### src/rtl/pc_gen_if.sv
// Fetch-side bus between the PC generator and instruction memory.
// The generator presents an address (plus its sequential successor) with a
// valid flag; instruction memory answers with ready when it takes the address.
interface pc_gen_if #(
   parameter int WIDTH = 32
);
   logic [WIDTH-1:0] PC;
   logic [WIDTH-1:0] PCPlus4;
   logic             fetch_valid;
   logic             fetch_ready;

   modport master (
      output PC,
      output PCPlus4,
      output fetch_valid,
      input  fetch_ready
   );

   modport slave (
      input  PC,
      input  PCPlus4,
      input  fetch_valid,
      output fetch_ready
   );
endinterface

### src/rtl/pc_gen.sv
// Fetch-address generator at the front of the core.
// Chooses the next PC among increment, PC-relative branch, register-indirect
// jump and trap vector. Stalled redirects wait in a one-entry buffer.
// A misaligned non-trap target halts fetch until a trap restarts it.
// The interface WIDTH must match this module's WIDTH.
module pc_gen #(
   parameter int               WIDTH     = 32,
   parameter logic [WIDTH-1:0] RESET_VEC = '0,
   parameter logic [WIDTH-1:0] TRAP_VEC  = 32'h0000_0100,
   parameter int               INC       = 4
) (
   input  logic             clk,
   input  logic             rst,
   input  logic             stall,
   input  logic [1:0]       PCSrc,
   input  logic [WIDTH-1:0] ImmOp,
   input  logic [WIDTH-1:0] PCBranchBase,
   input  logic [WIDTH-1:0] RegBase,
   pc_gen_if.master         fetch,
   output logic             redirect_pending,
   output logic             misaligned,
   output logic             halted
);

   typedef enum logic [1:0] {
      BOOT = 2'd0,
      RUN  = 2'd1,
      HALT = 2'd2
   } state_t;

   state_t           state;
   state_t           stateNext;
   logic [WIDTH-1:0] pcReg;
   logic [WIDTH-1:0] pcNext;
   logic             pendValid;
   logic             pendValidNext;
   logic [WIDTH-1:0] pendTarget;
   logic [WIDTH-1:0] pendTargetNext;
   logic             misReg;
   logic             misNext;

   logic [WIDTH-1:0] branchTarget;
   logic [WIDTH-1:0] jalrTarget;
   logic [WIDTH-1:0] reqTarget;
   logic             redirReq;
   logic             isTrap;
   logic             adv;

   // Candidate redirect targets; jalr drops bit 0 of the sum like RISC-V does.
   always_comb begin
      branchTarget = PCBranchBase + ImmOp;
      jalrTarget   = (RegBase + ImmOp) & ~WIDTH'(1);
      reqTarget    = (PCSrc == 2'b10) ? jalrTarget : branchTarget;
      redirReq     = (PCSrc == 2'b01) || (PCSrc == 2'b10);
      isTrap       = (PCSrc == 2'b11);
      adv          = fetch.fetch_valid && fetch.fetch_ready && !stall;
   end

   // Next-state and next-PC selection; trap beats the buffered redirect,
   // which beats a fresh redirect, which beats the sequential advance.
   always_comb begin
      stateNext      = state;
      pcNext         = pcReg;
      pendValidNext  = pendValid;
      pendTargetNext = pendTarget;
      misNext        = misReg;
      unique case (state)
         BOOT: begin
            stateNext = RUN;
         end
         RUN: begin
            if (isTrap) begin
               pcNext        = TRAP_VEC;
               pendValidNext = 1'b0;
            end else if (pendValid && !stall) begin
               pendValidNext = 1'b0;
               if (pendTarget[1:0] != 2'b00) begin
                  misNext   = 1'b1;
                  stateNext = HALT;
               end else begin
                  pcNext = pendTarget;
               end
            end else if (redirReq && !pendValid) begin
               if (stall) begin
                  pendValidNext  = 1'b1;
                  pendTargetNext = reqTarget;
               end else if (reqTarget[1:0] != 2'b00) begin
                  misNext   = 1'b1;
                  stateNext = HALT;
               end else begin
                  pcNext = reqTarget;
               end
            end else if (adv) begin
               pcNext = pcReg + WIDTH'(INC);
            end
         end
         HALT: begin
            if (isTrap) begin
               pcNext    = TRAP_VEC;
               misNext   = 1'b0;
               stateNext = RUN;
            end
         end
         default: begin
            stateNext = BOOT;
         end
      endcase
   end

   // State register; reset drops any buffered redirect immediately.
   always_ff @(posedge clk or negedge rst) begin
      if (!rst) begin
         state      <= BOOT;
         pcReg      <= RESET_VEC;
         pendValid  <= 1'b0;
         pendTarget <= '0;
         misReg     <= 1'b0;
      end else begin
         state      <= stateNext;
         pcReg      <= pcNext;
         pendValid  <= pendValidNext;
         pendTarget <= pendTargetNext;
         misReg     <= misNext;
      end
   end

   // Outputs decoded from the held state.
   always_comb begin
      fetch.PC          = pcReg;
      fetch.PCPlus4     = pcReg + WIDTH'(INC);
      fetch.fetch_valid = (state == RUN);
      redirect_pending  = pendValid;
      misaligned        = misReg;
      halted            = (state == HALT);
   end

endmodule

### src/flat_wrapper.sv
// flat-port wrapper written by rule: the top's interface ports become plain ports
module pc_gen_flat 
#(
   parameter int               WIDTH     = 32,
   parameter logic [WIDTH-1:0] RESET_VEC = '0,
   parameter logic [WIDTH-1:0] TRAP_VEC  = 32'h0000_0100,
   parameter int               INC       = 4
)
  (clk, rst, stall, PCSrc, ImmOp, PCBranchBase, RegBase, redirect_pending, misaligned, halted, fetch_PC, fetch_PCPlus4, fetch_fetch_valid, fetch_fetch_ready);
  pc_gen_if #(.WIDTH(WIDTH)) fetch_i ();
  input  logic clk;
  input  logic rst;
  input  logic stall;
  input  logic [1:0] PCSrc;
  input  logic [WIDTH-1:0] ImmOp;
  input  logic [WIDTH-1:0] PCBranchBase;
  input  logic [WIDTH-1:0] RegBase;
  output logic redirect_pending;
  output logic misaligned;
  output logic halted;
  output wire logic [$bits(fetch_i.PC)-1:0] fetch_PC;
  output wire logic [$bits(fetch_i.PCPlus4)-1:0] fetch_PCPlus4;
  output wire logic [$bits(fetch_i.fetch_valid)-1:0] fetch_fetch_valid;
  input wire logic [$bits(fetch_i.fetch_ready)-1:0] fetch_fetch_ready;
  assign fetch_PC = fetch_i.PC;
  assign fetch_PCPlus4 = fetch_i.PCPlus4;
  assign fetch_fetch_valid = fetch_i.fetch_valid;
  assign fetch_i.fetch_ready = fetch_fetch_ready;
  pc_gen #(.WIDTH(WIDTH), .RESET_VEC(RESET_VEC), .TRAP_VEC(TRAP_VEC), .INC(INC)) u_core (.clk(clk), .rst(rst), .stall(stall), .PCSrc(PCSrc), .ImmOp(ImmOp), .PCBranchBase(PCBranchBase), .RegBase(RegBase), .fetch(fetch_i), .redirect_pending(redirect_pending), .misaligned(misaligned), .halted(halted));
endmodule
### config.mk
export PLATFORM = sky130hd
export DESIGN_NAME = pc_gen_flat
export DESIGN_NICKNAME = d
export VERILOG_FILES = /design/src/rtl/pc_gen_if.sv /design/src/rtl/pc_gen.sv /design/src/flat_wrapper.sv
export SDC_FILE = /design/constraint.sdc
export NUM_CORES = 1
export LEC_CHECK = 0
export ABC_AREA = 1
export BUFFER_PORTS_ARGS = -buffer_cell sky130_fd_sc_hd__buf_2
export CORE_MARGIN = 4
export CORE_UTILIZATION = 35
export DETAILED_ROUTE_END_ITERATION = 16
export HOLD_SLACK_MARGIN = 0.06
export PLACE_DENSITY = 0.53
export SLEW_MARGIN = 0
export SYNTH_ARGS = -nofsm -noshare
export SYNTH_HDL_FRONTEND = slang
export SYNTH_SLANG_ARGS = --single-unit
### constraint.sdc
create_clock -name clk -period 2.7 [get_ports clk]
set_clock_uncertainty 0.2 [all_clocks]
set_input_delay 0.27 -clock clk [delete_from_list [all_inputs] [get_ports clk]]
set_output_delay 0.27 -clock clk [all_outputs]
set_load 0.05 [all_outputs]
== After elaboration in Yosys (flattened, before gate mapping) ==
Cells that the tools add are included.

* Reduce and logical (&&, ||, !) cells: 18
* Add/subtract/negate cells: 3
* Bitwise gates (word level): 2
* Mux-type cells: 30
* Equality and inequality tests: 15

{| class="wikitable"
|+ Operator list
! operator !! number
|-
| two-way mux 32 bit || 9
|-
| adder 32 bit || 2
|-
| case mux 32 bit (2 select lines) || 1
|-
| adder 32 x 3 -> 32 bit, second input constant || 1
|-
| != test 5 bit, second input constant || 3
|-
| two-way mux 2 bit || 7
|-
| != test 3 bit, second input constant || 4
|-
| AND reduction 6 bit || 2
|-
| two-way mux 1 bit || 11
|-
| AND reduction 7 bit || 1
|-
| equality test 2 bit, second input constant || 3
|-
| case mux 2 bit (3 select lines) || 1
|-
| nonzero test 2 bit || 3
|-
| nonzero test 3 bit || 2
|-
| AND reduction 5 bit || 1
|-
| equality test 2 x 1 -> 1 bit, second input constant || 2
|-
| logical AND 1 bit || 4
|-
| != test 4 bit, second input constant || 1
|-
| AND reduction 3 bit || 1
|-
| logical NOT 1 bit || 2
|-
| logical NOT 2 bit || 1
|-
| != test 2 x 1 -> 1 bit, second input constant || 1
|-
| != test 2 bit, second input constant || 1
|-
| inverter 1 bit || 2
|-
| other kinds (2) || 2
|}

* Input bits: 102
* Bits in registers: 68
* Word-level logic and storage cells: 73

== Longest topological paths before layout ==
* Word-level depth: 9
* Mapped depth: 17
* Mapped depth without buffers: 17

== Worst setup path before layout ==
No wires, ideal clock.

* Path type: register to register
* From: reg u_core.pcReg[5] (netlist: u_core.fetch.PC[5])
* To: reg u_core.pcReg[17] (netlist: u_core.fetch.PC[17])
* Path slack: -0.167 ns
* Cell stages (with the launch flop): 12
* Data arrival time: 2.590 ns
* Required time: 2.423 ns
* Buffers on the path: 1
* Period minus slack after synthesis: 2.867 ns
* Path through: dfrtp_1 buf_2 nand2_1 nor3_1 nand2_1 nor2_2 nand2_1 xor2_1 nor2_1 nor2_1 nand2_1 o21ai_1

* Longest elaborated chain between the ends: 6

{| class="wikitable"
|+ Ends and longest elaborated chain
! what !! line !! source
|-
| start: declaration || pc_gen.sv:33 || <nowiki>logic [WIDTH-1:0] pcReg;</nowiki>
|-
| start signal: assignment || pc_gen.sv:120 || <nowiki>pcReg <= pcNext;</nowiki>
|-
| adder 32 x 3 -> 32 bit || n/a ||
|-
| net fetch_PCPlus4[17] || flat_wrapper.sv:22 || <nowiki>output wire logic [$bits(fetch_i.PCPlus4)-1:0] fetch_PCPlus4;</nowiki>
|-
| two-way mux 32 bit || pc_gen.sv:93 || <nowiki>end else if (adv) begin</nowiki>
|-
| two-way mux 32 bit || pc_gen.sv:83 || <nowiki>end else if (redirReq && !pendValid) begin</nowiki>
|-
| two-way mux 32 bit || pc_gen.sv:75 || <nowiki>end else if (pendValid && !stall) begin</nowiki>
|-
| two-way mux 32 bit || pc_gen.sv:72 || <nowiki>if (isTrap) begin</nowiki>
|-
| case mux 32 bit (2 select lines) || pc_gen.sv:67 || <nowiki>unique case (state)</nowiki>
|}

The timed path passes the listed nets, and every way through them passes these cells. The select of a mux whose other input is x is not followed.
A chain may end at the register's enable or synchronous reset.

== Worst setup path after layout ==
* From: reg u_core.pcReg[2] (netlist: u_core.fetch.PC[2])
* To: out fetch_PCPlus4[18]

* Longest elaborated chain between the ends: 1

{| class="wikitable"
|+ Ends and longest elaborated chain
! what !! line !! source
|-
| adder 32 x 3 -> 32 bit || pc_gen.sv:130 || <nowiki>fetch.PCPlus4 = pcReg + WIDTH'(INC);</nowiki>
|-
| end: declaration || flat_wrapper.sv:22 ||
|}

No other way between the ends.

==> run metrics <==
slowest CP cell=dfrtp_2; setup slack, reg-to-reg=530 ps; LEAKAGE=6.33 nW; Synth Area per Inst=5.56 µm²; CTS Sinks=68; critical path class=reg2out; CP Depth=9; clock buffer depth=2; final setup vio count=0; cell count after synthesis=around 1600; Synth top cells by count=614 x nand2_1, 254 x inv_1, 134 x nor2_1; count leader, synth=nand2_1; overall routing resource usage=23.0%; CP Launch Point=u_core.fetch.PC[2]; Post-DRT Antenna Nets=0; initial antenna violation count=1; global route overflow=0; Mapped Area=8900 µm²; post-synth top area cell=nand2_1; Synth Flop Type=dfrtp_1; Max VDD drop=approximately 0.0006 V; critical-path cell list=ha_4, nand3_4, nor2_4, nand3_1, nor3_1, nand2_1, o21ai_1, inv_1, buf_4; worst-margin pin slew=509 ps; Total Power=0.00858 W; Startpoint Class=flop; min cycle time layout=2580 ps; Reg area=roughly 1700 µm²; Routed Wire Length=approximately 33 mm; Worst Setup EP=fetch_PCPlus4[18]; Skew-Pair Late Insertion Delay=330 ps; first-pass GRT wire length=52.2 mm; buffers added on ports=169; top-area cell type share of the netlist area=about a quarter; top post-synthesis cells by area=nand2_1 26%, dfrtp_1 19%, inv_1 11%; Initial Util=35.5%; Die W=167 µm; Clock Power Share=15.5%; final net count=1957; CTS HTree Levels=3; Int Pwr=0.00389 W; max-cap viol count=0; largest net degree at the start of global routing=69; Power Dens Cells=794 nW/µm²; clk slew on worst S/H paths=roughly 60 ps; via count=10413; area of the multi-input gates=~6200 µm²; Worst Path Arrival=approximately 2100 ps; post-synth net total=1770; Layout area overhead=21.4%; hold path cells=3; number of DRC markers after the initial detailed-route iteration=546; fin area=between 10000 and 15000 µm²; Worst R2R Start=u_core.redirect_pending; vias per cell=4.90; Worst Setup End Kind=output port; number of buffers created by CTS=9; CTS root buf=clkbuf_16; CP delay by family, top=simple AND/OR/NAND/NOR gates; Die Ht=167 µm; row count=58; full die area=28100 µm²; critical path buffer and inverter count=2; Synth cell types=42; RePlAce Congestion=0.898; ys async rst share=100%; Final Hold Viols=0; Tcrit/Tclk final=a little over nine tenths; R2R cell count=8; status=complete, no violations; worst min-delay path class=in2reg; Crit path required time=between 2000 and 2500 ps; utilization after layout=43.1%; vias in the first global route=about 10000; 1st-pass router iterations=5; drt wl/cell=15.5 µm; Sequential Power Share=22.0%; Comb power frac=62.5%; DRC Markers=0; CP Max Fanout=4; Seq/Total Area, Yosys=19.1%; Fill cells=2871; Final Slew Violations=0; Ports=170; CP peak stage delay=410 ps; reg2reg end=u_core.fetch.PC[8]; RSZ-0062 raised after global routing=yes; Sw Pwr=~0.0047 W; Rel. slew slack=65.7%; f_max=about 0.39 GHz; Yosys reg bits=68; Antenna diodes=0; dpl cell area=between 10000 and 15000 µm²; core area=25100 µm²; CTS tree=built; Post-synth EDFFs=0; DPL Wire Length=28.1 mm; sw frac=54.6%; share of cells above drive strength 1=15.7%; Warnings, synthesis=0
[what timing repair did]
| action | CTS | global route |
|---|---|---|
| resized for setup | 14 | 16 |
| setup endpoints to repair | 14 | 18 |
| buffers inserted | 1 | 0 |
| pin swaps | 1 | 0 |
| hold buffers | 1 | 0 |
| hold endpoints to repair | 68 | 0 |
| cloned | 0 | 0 |
[worst min path at each step]
stage	startpoint	endpoint	slack, ps
floorplan	rst	u_core.fetch.PC[0]	-230
finish	stall	u_core.redirect_pending	110
detailed placement	rst	u_core.fetch.PC[3]	120
global route	stall	u_core.redirect_pending	120
global placement	rst	u_core.fetch.PC[0]	130
CTS	stall	u_core.redirect_pending	100
[power groups by stage]
stage / registers, W / logic [W] / clock network [W]
floorplan: 0.00242 / 0.00323 / 0
global placement: 0.00186 / 0.00529 / 0
detailed placement: 0.00187 / 0.00530 / 0
CTS: 0.00186 / 0.00535 / 0.00137
global route: 0.00195 / 0.00589 / 0.00140
finish: 0.00189 / 0.00536 / 0.00133
[cells in the final DEF, fill, tap and decap left out, types with 2 or more instances in the layout]
| master | count |
|---|---|
| xor2_1 | 7 |
| dfrtp_1 | 61 |
| o21ai_1 | 7 |
| nand4_1 | 24 |
| nor4_1 | 2 |
| o21a_1 | 2 |
| nor4_2 | 6 |
| or2_2 | 16 |
| nor3_1 | 20 |
| inv_1 | 254 |
| nand2_2 | 3 |
| a21o_1 | 8 |
| bufinv_16 | 3 |
| o21bai_1 | 17 |
| fa_1 | 2 |
| o21ai_0 | 67 |
| xor2_2 | 4 |
| o22ai_1 | 4 |
| nor2_2 | 5 |
| buf_2 | 163 |
| clkinv_4 | 2 |
| buf_4 | 37 |
| nor2_1 | 130 |
| clkbuf_16 | 9 |
| a31oi_1 | 3 |
| nand2_1 | 614 |
| inv_2 | 11 |
| nand3_1 | 124 |
| nor2_4 | 3 |
| xnor2_1 | 9 |
| o2111ai_1 | 2 |
| a21oi_1 | 75 |
| nand3b_1 | 3 |
| clkbuf_4 | 3 |
| and2_1 | 4 |
| dfrtp_2 | 7 |
| and3_1 | 2 |
| ha_1 | 63 |
[worst min-delay path, cell delays in order]
cell and delay, ps:
buf_2 120, a21oi_1 70, o21ai_0 150
[stage by stage]
step           setup TNS [ps]  hold slack (ps)  setup slack [ps]  cells
4_1_cts                     0             97.0              8.48   2124
2_1_floorplan               0             -226              90.0   1602
3_5_place_dp                0              122              69.6   2106
6_report                    0              112               119   2124
5_1_grt                  -172              120             -64.7   2124
3_3_place_gp                0              128              60.1   2106
[logic make-up (layout without fill, tap and decap cells)]
| kind of cell | Yosys count | after routing | synth area share, % |
|---|---|---|---|
| compound gates | 191 | 191 | 12.0 |
| xor+xnor | 21 | 21 | 2.07 |
| fa+ha+maj | 66 | 66 | 9.44 |
| buf+inv | 295 | 487 | 12.7 |
| flops | 68 | 68 | 19.1 |
| simple gates | 961 | 961 | 44.7 |
[metal layers]
metal | part of all wire, % | GRT usage, % | routed length (µm) | vias up
met3 | 4.7 | 2.08 | 1530 | 38
met1 | 48 | 32.2 | 15800 | 4664
met5 | 0.039 | 0 | 13 | -
li1 | - | - | - | 5440
met4 | 2.1 | 5.65 | 703 | 2
met2 | 45 | 38.6 | 14900 | 269
[sequential cells by signal, indices dropped and copies added, names as in the netlist]
signal	count
u_core.fetch.PC	32
u_core.misaligned	1
u_core.pendTarget	32
u_core.redirect_pending	1
u_core.state	2
[final cells by class]
class                   count  area share, %
well taps                 330           3.82
inverters                 266           9.24
multi-input cells        1239           57.4
flip-flops and latches     68           15.8
clock inverters             6           1.04
clock buffers              10           2.12
repair buffers            205           10.6
Power figures use the tool's default switching activity.
